File: src/rtl/pc_fetch_ctrl_pkg.sv
// pc_fetch_ctrl_pkg
// Shared types and constants for the PC / instruction-fetch sequencer.
//   branch_kind_t : encoding of the branch_kind input
//   state_t       : sequencer states
//   TIMEOUT_DEFAULT : default imem wait limit for the optional watchdog
//   is_redirect() : decides whether a resolved branch changes the PC
package pc_fetch_ctrl_pkg;

    typedef enum logic [1:0] {
        BR_REL = 2'b00,   // PC-relative branch, only redirects when taken
        BR_ABS = 2'b01,   // absolute jump
        BR_REG = 2'b10    // register-indirect jump (target = RS1_val)
    } branch_kind_t;

    typedef enum logic [1:0] {
        BOOT  = 2'b00,
        FETCH = 2'b01,
        HOLD  = 2'b10,
        DRAIN = 2'b11
    } state_t;

    localparam int TIMEOUT_DEFAULT = 255;

    // Encoding 2'b11 is reserved and never redirects, so the sel_inc and
    // load_new_PC controls always stay one of the three legal patterns.
    function automatic logic is_redirect(input logic valid, input logic taken,
                                         input logic [1:0] kind);
        logic hit;
        hit = 1'b0;
        if (valid) begin
            case (kind)
                BR_REL:  hit = taken;
                BR_ABS:  hit = 1'b1;
                BR_REG:  hit = 1'b1;
                default: hit = 1'b0;
            endcase
        end
        return hit;
    endfunction

endpackage

File: src/rtl/pc_fetch_ctrl_watchdog.sv
// pc_fetch_watchdog
// Counts consecutive cycles spent waiting for an imem acknowledge and raises
// a sticky timeout flag when the limit is reached.
// Ports:
//   clk        in   core clock
//   reset      in   asynchronous active-high reset
//   waiting_i  in   sequencer is in FETCH/DRAIN without an ack this cycle
//   expire_o   out  limit reached this cycle (combinational pulse)
//   timeout_o  out  sticky flag, cleared only by reset
module pc_fetch_watchdog
    import pc_fetch_ctrl_pkg::*;
#(
    parameter int TIMEOUT_CYCLES = TIMEOUT_DEFAULT,
    parameter int TMO_W          = 8
) (
    input  logic clk,
    input  logic reset,
    input  logic waiting_i,
    output logic expire_o,
    output logic timeout_o
);

    localparam logic [TMO_W-1:0] LIMIT = TMO_W'(TIMEOUT_CYCLES);

    logic [TMO_W-1:0] cnt_q, cnt_d;
    logic             timeout_q, timeout_d;

    assign expire_o  = waiting_i && (cnt_q == LIMIT);
    assign timeout_o = timeout_q;

    always_comb begin
        cnt_d     = cnt_q;
        timeout_d = timeout_q | expire_o;
        // Restart counting on any ack / state exit, and after an expiry so the
        // re-issued request gets a fresh window.
        if (!waiting_i || expire_o) begin
            cnt_d = '0;
        end else if (cnt_q != '1) begin
            cnt_d = cnt_q + TMO_W'(1);
        end
    end

    always_ff @(posedge clk or posedge reset) begin
        if (reset) begin
            cnt_q     <= '0;
            timeout_q <= 1'b0;
        end else begin
            cnt_q     <= cnt_d;
            timeout_q <= timeout_d;
        end
    end

endmodule

File: src/rtl/pc_fetch_ctrl.sv
// pc_fetch_ctrl
// Sequencer for the program counter and the instruction-fetch handshake.
// Combines the imem handshake, decode stall requests and branch resolution
// into PC controls plus IF/ID valid/flush strobes.
// Optional feature: define PC_FETCH_CTRL_TIMEOUT_EN to add an imem wait
// watchdog (pc_fetch_watchdog); otherwise imem_timeout is tied low.
// Ports:
//   clk, reset      clock / asynchronous active-high reset
//   imem_ack        instruction word valid on the imem bus
//   stall           hazard unit requests IF hold
//   branch_valid    branch/jump resolved this cycle
//   branch_taken    resolved branch is taken (ignored for jumps)
//   branch_kind     branch_kind_t
//   enable_PC       PC update enable (combinational)
//   sel_inc         1 = PC+4, 0 = relative/absolute target (combinational)
//   load_new_PC     load register target RS1_val (combinational)
//   imem_req        fetch request (state decode)
//   if_valid        IF/ID holds a valid instruction (registered)
//   flush           squash IF/ID (combinational)
//   imem_timeout    sticky watchdog flag
module pc_fetch_ctrl
    import pc_fetch_ctrl_pkg::*;
#(
    parameter int DELAY_SLOT     = 0,
    parameter int TIMEOUT_CYCLES = TIMEOUT_DEFAULT,
    parameter int TMO_W          = 8
) (
    input  logic       clk,
    input  logic       reset,
    input  logic       imem_ack,
    input  logic       stall,
    input  logic       branch_valid,
    input  logic       branch_taken,
    input  logic [1:0] branch_kind,
    output logic       enable_PC,
    output logic       sel_inc,
    output logic       load_new_PC,
    output logic       imem_req,
    output logic       if_valid,
    output logic       flush,
    output logic       imem_timeout
);

    // The wait counter must be able to represent the limit.
    if ((TIMEOUT_CYCLES >> TMO_W) != 0) begin : g_cfg_check
        $error("TMO_W too narrow for TIMEOUT_CYCLES");
    end

    state_t state_q, state_d;
    logic   if_valid_q, if_valid_d;
    logic   redirect;
    logic   tmo_expire;

    assign imem_req = (state_q == FETCH);
    assign if_valid = if_valid_q;

`ifdef PC_FETCH_CTRL_TIMEOUT_EN
    logic waiting;

    assign waiting = ((state_q == FETCH) || (state_q == DRAIN)) && !imem_ack;

    pc_fetch_watchdog #(
        .TIMEOUT_CYCLES (TIMEOUT_CYCLES),
        .TMO_W          (TMO_W)
    ) u_watchdog (
        .clk       (clk),
        .reset     (reset),
        .waiting_i (waiting),
        .expire_o  (tmo_expire),
        .timeout_o (imem_timeout)
    );
`else
    assign tmo_expire   = 1'b0;
    assign imem_timeout = 1'b0;
`endif

    // BOOT ignores branch resolution so the PC is never touched there.
    assign redirect = (state_q != BOOT) &&
                      is_redirect(branch_valid, branch_taken, branch_kind);

    always_comb begin
        state_d     = state_q;
        if_valid_d  = if_valid_q;
        enable_PC   = 1'b0;
        sel_inc     = 1'b1;
        load_new_PC = 1'b0;
        flush       = 1'b0;

        case (state_q)
            BOOT: begin
                if_valid_d = 1'b0;
                state_d    = FETCH;
            end
            FETCH: begin
                if (imem_ack) begin
                    if_valid_d = 1'b1;
                    if (stall) begin
                        state_d = HOLD;
                    end else begin
                        enable_PC = 1'b1;
                    end
                end else begin
                    if_valid_d = 1'b0;
                end
            end
            HOLD: begin
                if_valid_d = 1'b1;
                if (!stall) begin
                    enable_PC = 1'b1;
                    state_d   = FETCH;
                end
            end
            DRAIN: begin
                // The ack arriving here belongs to the abandoned fetch.
                if_valid_d = 1'b0;
                if (imem_ack) begin
                    state_d = FETCH;
                end
            end
            default: begin
                state_d = BOOT;
            end
        endcase

        // A redirect overrides stall and ack decisions made above. With a
        // delay slot the if_valid value computed above (the slot
        // instruction) is kept.
        if (redirect) begin
            enable_PC = 1'b1;
            if (branch_kind == BR_REG) begin
                load_new_PC = 1'b1;
            end else begin
                sel_inc = 1'b0;
            end
            flush = (DELAY_SLOT == 0);
            if (DELAY_SLOT == 0) begin
                if_valid_d = 1'b0;
            end
            // An unanswered request must be drained before refetching. In
            // DRAIN an ack in the same cycle is the stale one, so it is
            // consumed here instead of waiting for another.
            if ((state_q == FETCH || state_q == DRAIN) && !imem_ack) begin
                state_d = DRAIN;
            end else begin
                state_d = FETCH;
            end
        end

        // Watchdog expiry abandons the wait and re-issues the request.
        if (tmo_expire) begin
            state_d = FETCH;
        end
    end

    always_ff @(posedge clk or posedge reset) begin
        if (reset) begin
            state_q    <= BOOT;
            if_valid_q <= 1'b0;
        end else begin
            state_q    <= state_d;
            if_valid_q <= if_valid_d;
        end
    end

endmodule
File: config.mk
export PLATFORM = sky130hd
export DESIGN_NAME = pc_fetch_ctrl
export DESIGN_NICKNAME = d
export VERILOG_FILES = /design/src/rtl/pc_fetch_ctrl_pkg.sv /design/src/rtl/pc_fetch_ctrl_watchdog.sv /design/src/rtl/pc_fetch_ctrl.sv
export SDC_FILE = /design/constraint.sdc
export NUM_CORES = 1
export LEC_CHECK = 0
export ABC_AREA = 1
export CAP_MARGIN = 10
export CORE_AREA = 2 2 39 41
export DETAILED_ROUTE_END_ITERATION = 7
export DIE_AREA = 0 0 41 43
export SYNTH_ARGS = -nofsm -noshare
export SYNTH_HDL_FRONTEND = slang
export SYNTH_SLANG_ARGS = --single-unit
File: constraint.sdc
create_clock -name clk -period 1.3 [get_ports clk]
set_input_delay 0.13 -clock clk [delete_from_list [all_inputs] [get_ports clk]]
set_output_delay 0.13 -clock clk [all_outputs]
set_load 0.02 [all_outputs]
==> flow_metrics.tcl <==
set metrics [dict create \
    cts_tree "built" \
    synth-edff-count 0 \
    die_x_um 41 \
    setup_tns_ns -0.637 \
    cellPowerDensity_nw_per_um2 2000 \
    avgSynthCellArea_um2 6.89 \
    wl_per_cell_um 9.68 \
    core_area_um2 1380 \
    gp_congestion 0.730 \
    rows 14 \
    ys_ff_latch 3 \
    maxCapViolCount 0 \
    grt_usage 0.124 \
    violations "negative setup slack" \
    grt_pass1_wl_um 1480 \
    dr_wl_met3_um 56 \
    final_area_um2 691 \
    holdCritPathClass "input port to asynchronous set/reset pin" \
    grt_max_degree 6 \
    hpwl_um 642 \
    syn_area_um2 338 \
    via_per_inst 4.15 \
    critPathRequiredTime_ns 1.17 \
    clock-sinks 3 \
    final_nets 94 \
    cts_made_buffers 3 \
    status "finished, violations left" \
    synthCells 49 \
    cp.arrival_ns 1.30 \
    synth_top_cells_by_count "10 x inv_1, 10 x nand2_1, 7 x ha_1, 4 x nand3_1, 4 x nor2_1" \
    synth-seq-area-share 0.222 \
    clk_latency_ns 0.23 \
    wl_met2_um 495 \
    setup_violations 7 \
    synth_ff_type "dfrtp_1" \
    cts_root_buf "clkbuf_4" \
    holdBufCountCts 0 \
    ant_nets 0 \
    firstDrtPassIters 4 \
    cp_slowest_cell "dfrtp_1" \
    synthArstFlopShare 1.00 \
    initial_utilization 0.244 \
    syn_nets 64 \
    max_stage_delay_ns 0.38 \
    leakagePower_nw 0.365 \
    top_layer "met4" \
    hold_viol_final 0 \
    yosysTopAreaCell "ha_1" \
    die_height_um 43 \
    synth.area.top_cells "ha_1 26%, dfrtp_1 22%, inv_1 11%" \
    ys_warn_count 0 \
    crit_chain "inv_2, ha_4, nor2_4, nand3_4, inv_4, nand2_2, buf_6" \
    drt_wl_total_um 910 \
    drt-initial-drc-count 1 \
    clk_pin_slew_ns 0.04 \
    crit_type "register to output port" \
    cp-start-kind "register" \
    die_area_um2 1760 \
    drt-met1-wl_um 343 \
    antenna_cells 0 \
    synth_top_area_frac 0.259 \
    fin_crit_sh 1.10 \
    drive_gt1_frac 0.487 \
    antenna_found_initial 0 \
    ios 15 \
    skew_ns 0.00100 \
    synth_cell_type_count 15 \
    critPathMaxFanout 4 \
    slew_viol_final 0 \
    setup_slack_ns -0.132 \
    cp-end-kind "output port" \
    area_delta_synth_final_pct 104 \
    period_minus_slack_ns 1.43 \
    postPlaceCellArea_um2 554 \
    ctsHtreeMaxLevel 1 \
    max_clock_freq_ghz 0.698 \
    vdd_drop_max_mv 0.963 \
    cts_buffer_depth 2 \
    numPortBuffers 13 \
    grt_overflow 0 \
    drcViolationCount 0 \
    vias 390 \
    rsz0062_at_grt "yes" \
    grt_pass1_vias 408 \
]
-- path summary, 6_finish.rpt --
path	cells after the start	slack [ns]	from	endpoint
min in group clk	3	0.67	state_q[1]	state_q[1]
max reg2reg	9	-0.06	state_q[1]	state_q[0]
max in group asynchronous	2	1.11	reset	state_q[0]
min	2	0.07	reset	state_q[1]
max	7	-0.13	state_q[1]	sel_inc
min reg2reg	3	0.67	state_q[1]	state_q[1]
-- worst max-delay path: cells and delay by family, from the launching register on --
family	cells	cell delay (ns)
adders and majority gates	1	0.16
DFF	1	0.38
buffers and inverters	3	0.28
and+or+nand+nor	3	0.25
-- layout make-up --
class                   instances  area (µm²)
fillers                       144         693
well taps                      16        20.0
multi-input cells              34         284
inverters                      11        43.8
repair buffers                 26         241
clock buffers                   4        26.3
flip-flops and latches          3        75.1
-- per-layer routing --
metal	vias to the layer above	track usage
met5	-	0
met4	0	0.0133
met3	2	0.0681
met2	14	0.209
met1	170	0.133
li1	204	-
-- cell families (layout without fill, tap and decap cells) --
| group | count (synthesis) | after routing | share of synthesized area |
|---|---|---|---|
| adders and majority gates | 7 | 7 | 0.259 |
| other | 1 | 1 | 0.0111 |
| AOI/OAI and AO/OA | 4 | 4 | 0.0667 |
| DFF | 3 | 3 | 0.222 |
| and+or+nand+nor | 22 | 22 | 0.296 |
| buffers and inverters | 12 | 41 | 0.144 |
-- cells in the final DEF, fill, tap and decap left out, types with 3 or more instances in the layout --
| cell type | count |
|---|---|
| buf_4 | 11 |
| inv_1 | 8 |
| nand2_1 | 8 |
| buf_6 | 7 |
| clkdlybuf4s50_1 | 5 |
| nand3_1 | 4 |
| nor2_2 | 4 |
| ha_1 | 3 |
| clkbuf_4 | 3 |
| dfrtp_1 | 3 |
-- where the power goes --
group	switching (mW)	total [mW]	internal, mW	leakage (nW)
clock	0.0438	0.159	0.115	0.0150
sequential	0.0333	0.175	0.141	0.0371
combinational	0.494	1.05	0.552	0.313
total	0.571	1.38	0.808	0.365
-- stage by stage --
step | power (mW) | utilization | instances | hold WS (ns) | setup WS (ns)
floorplan | 0.582 | - | 49 | -0.116 | -0.00557
global placement | 0.899 | 0.401 | 86 | 0.304 | -0.695
detailed placement | 0.908 | 0.401 | 86 | 0.308 | -0.697
CTS | 1.34 | 0.480 | 93 | 0.0616 | -0.142
global route | 1.50 | 0.499 | 94 | 0.0835 | -0.200
finish | 1.38 | 0.499 | 94 | 0.0670 | -0.132
-- repair_timing --
item	in CTS	in global routing
buffers inserted	3	1
endpoints found under the setup margin	8	9
pin swaps	7	2
gates resized for setup	45	7
-- registers in the layout, indices dropped and copies added (netlist names) --
register and cells:
state_q 2, if_valid 1
Power figures use the tool's default switching activity.
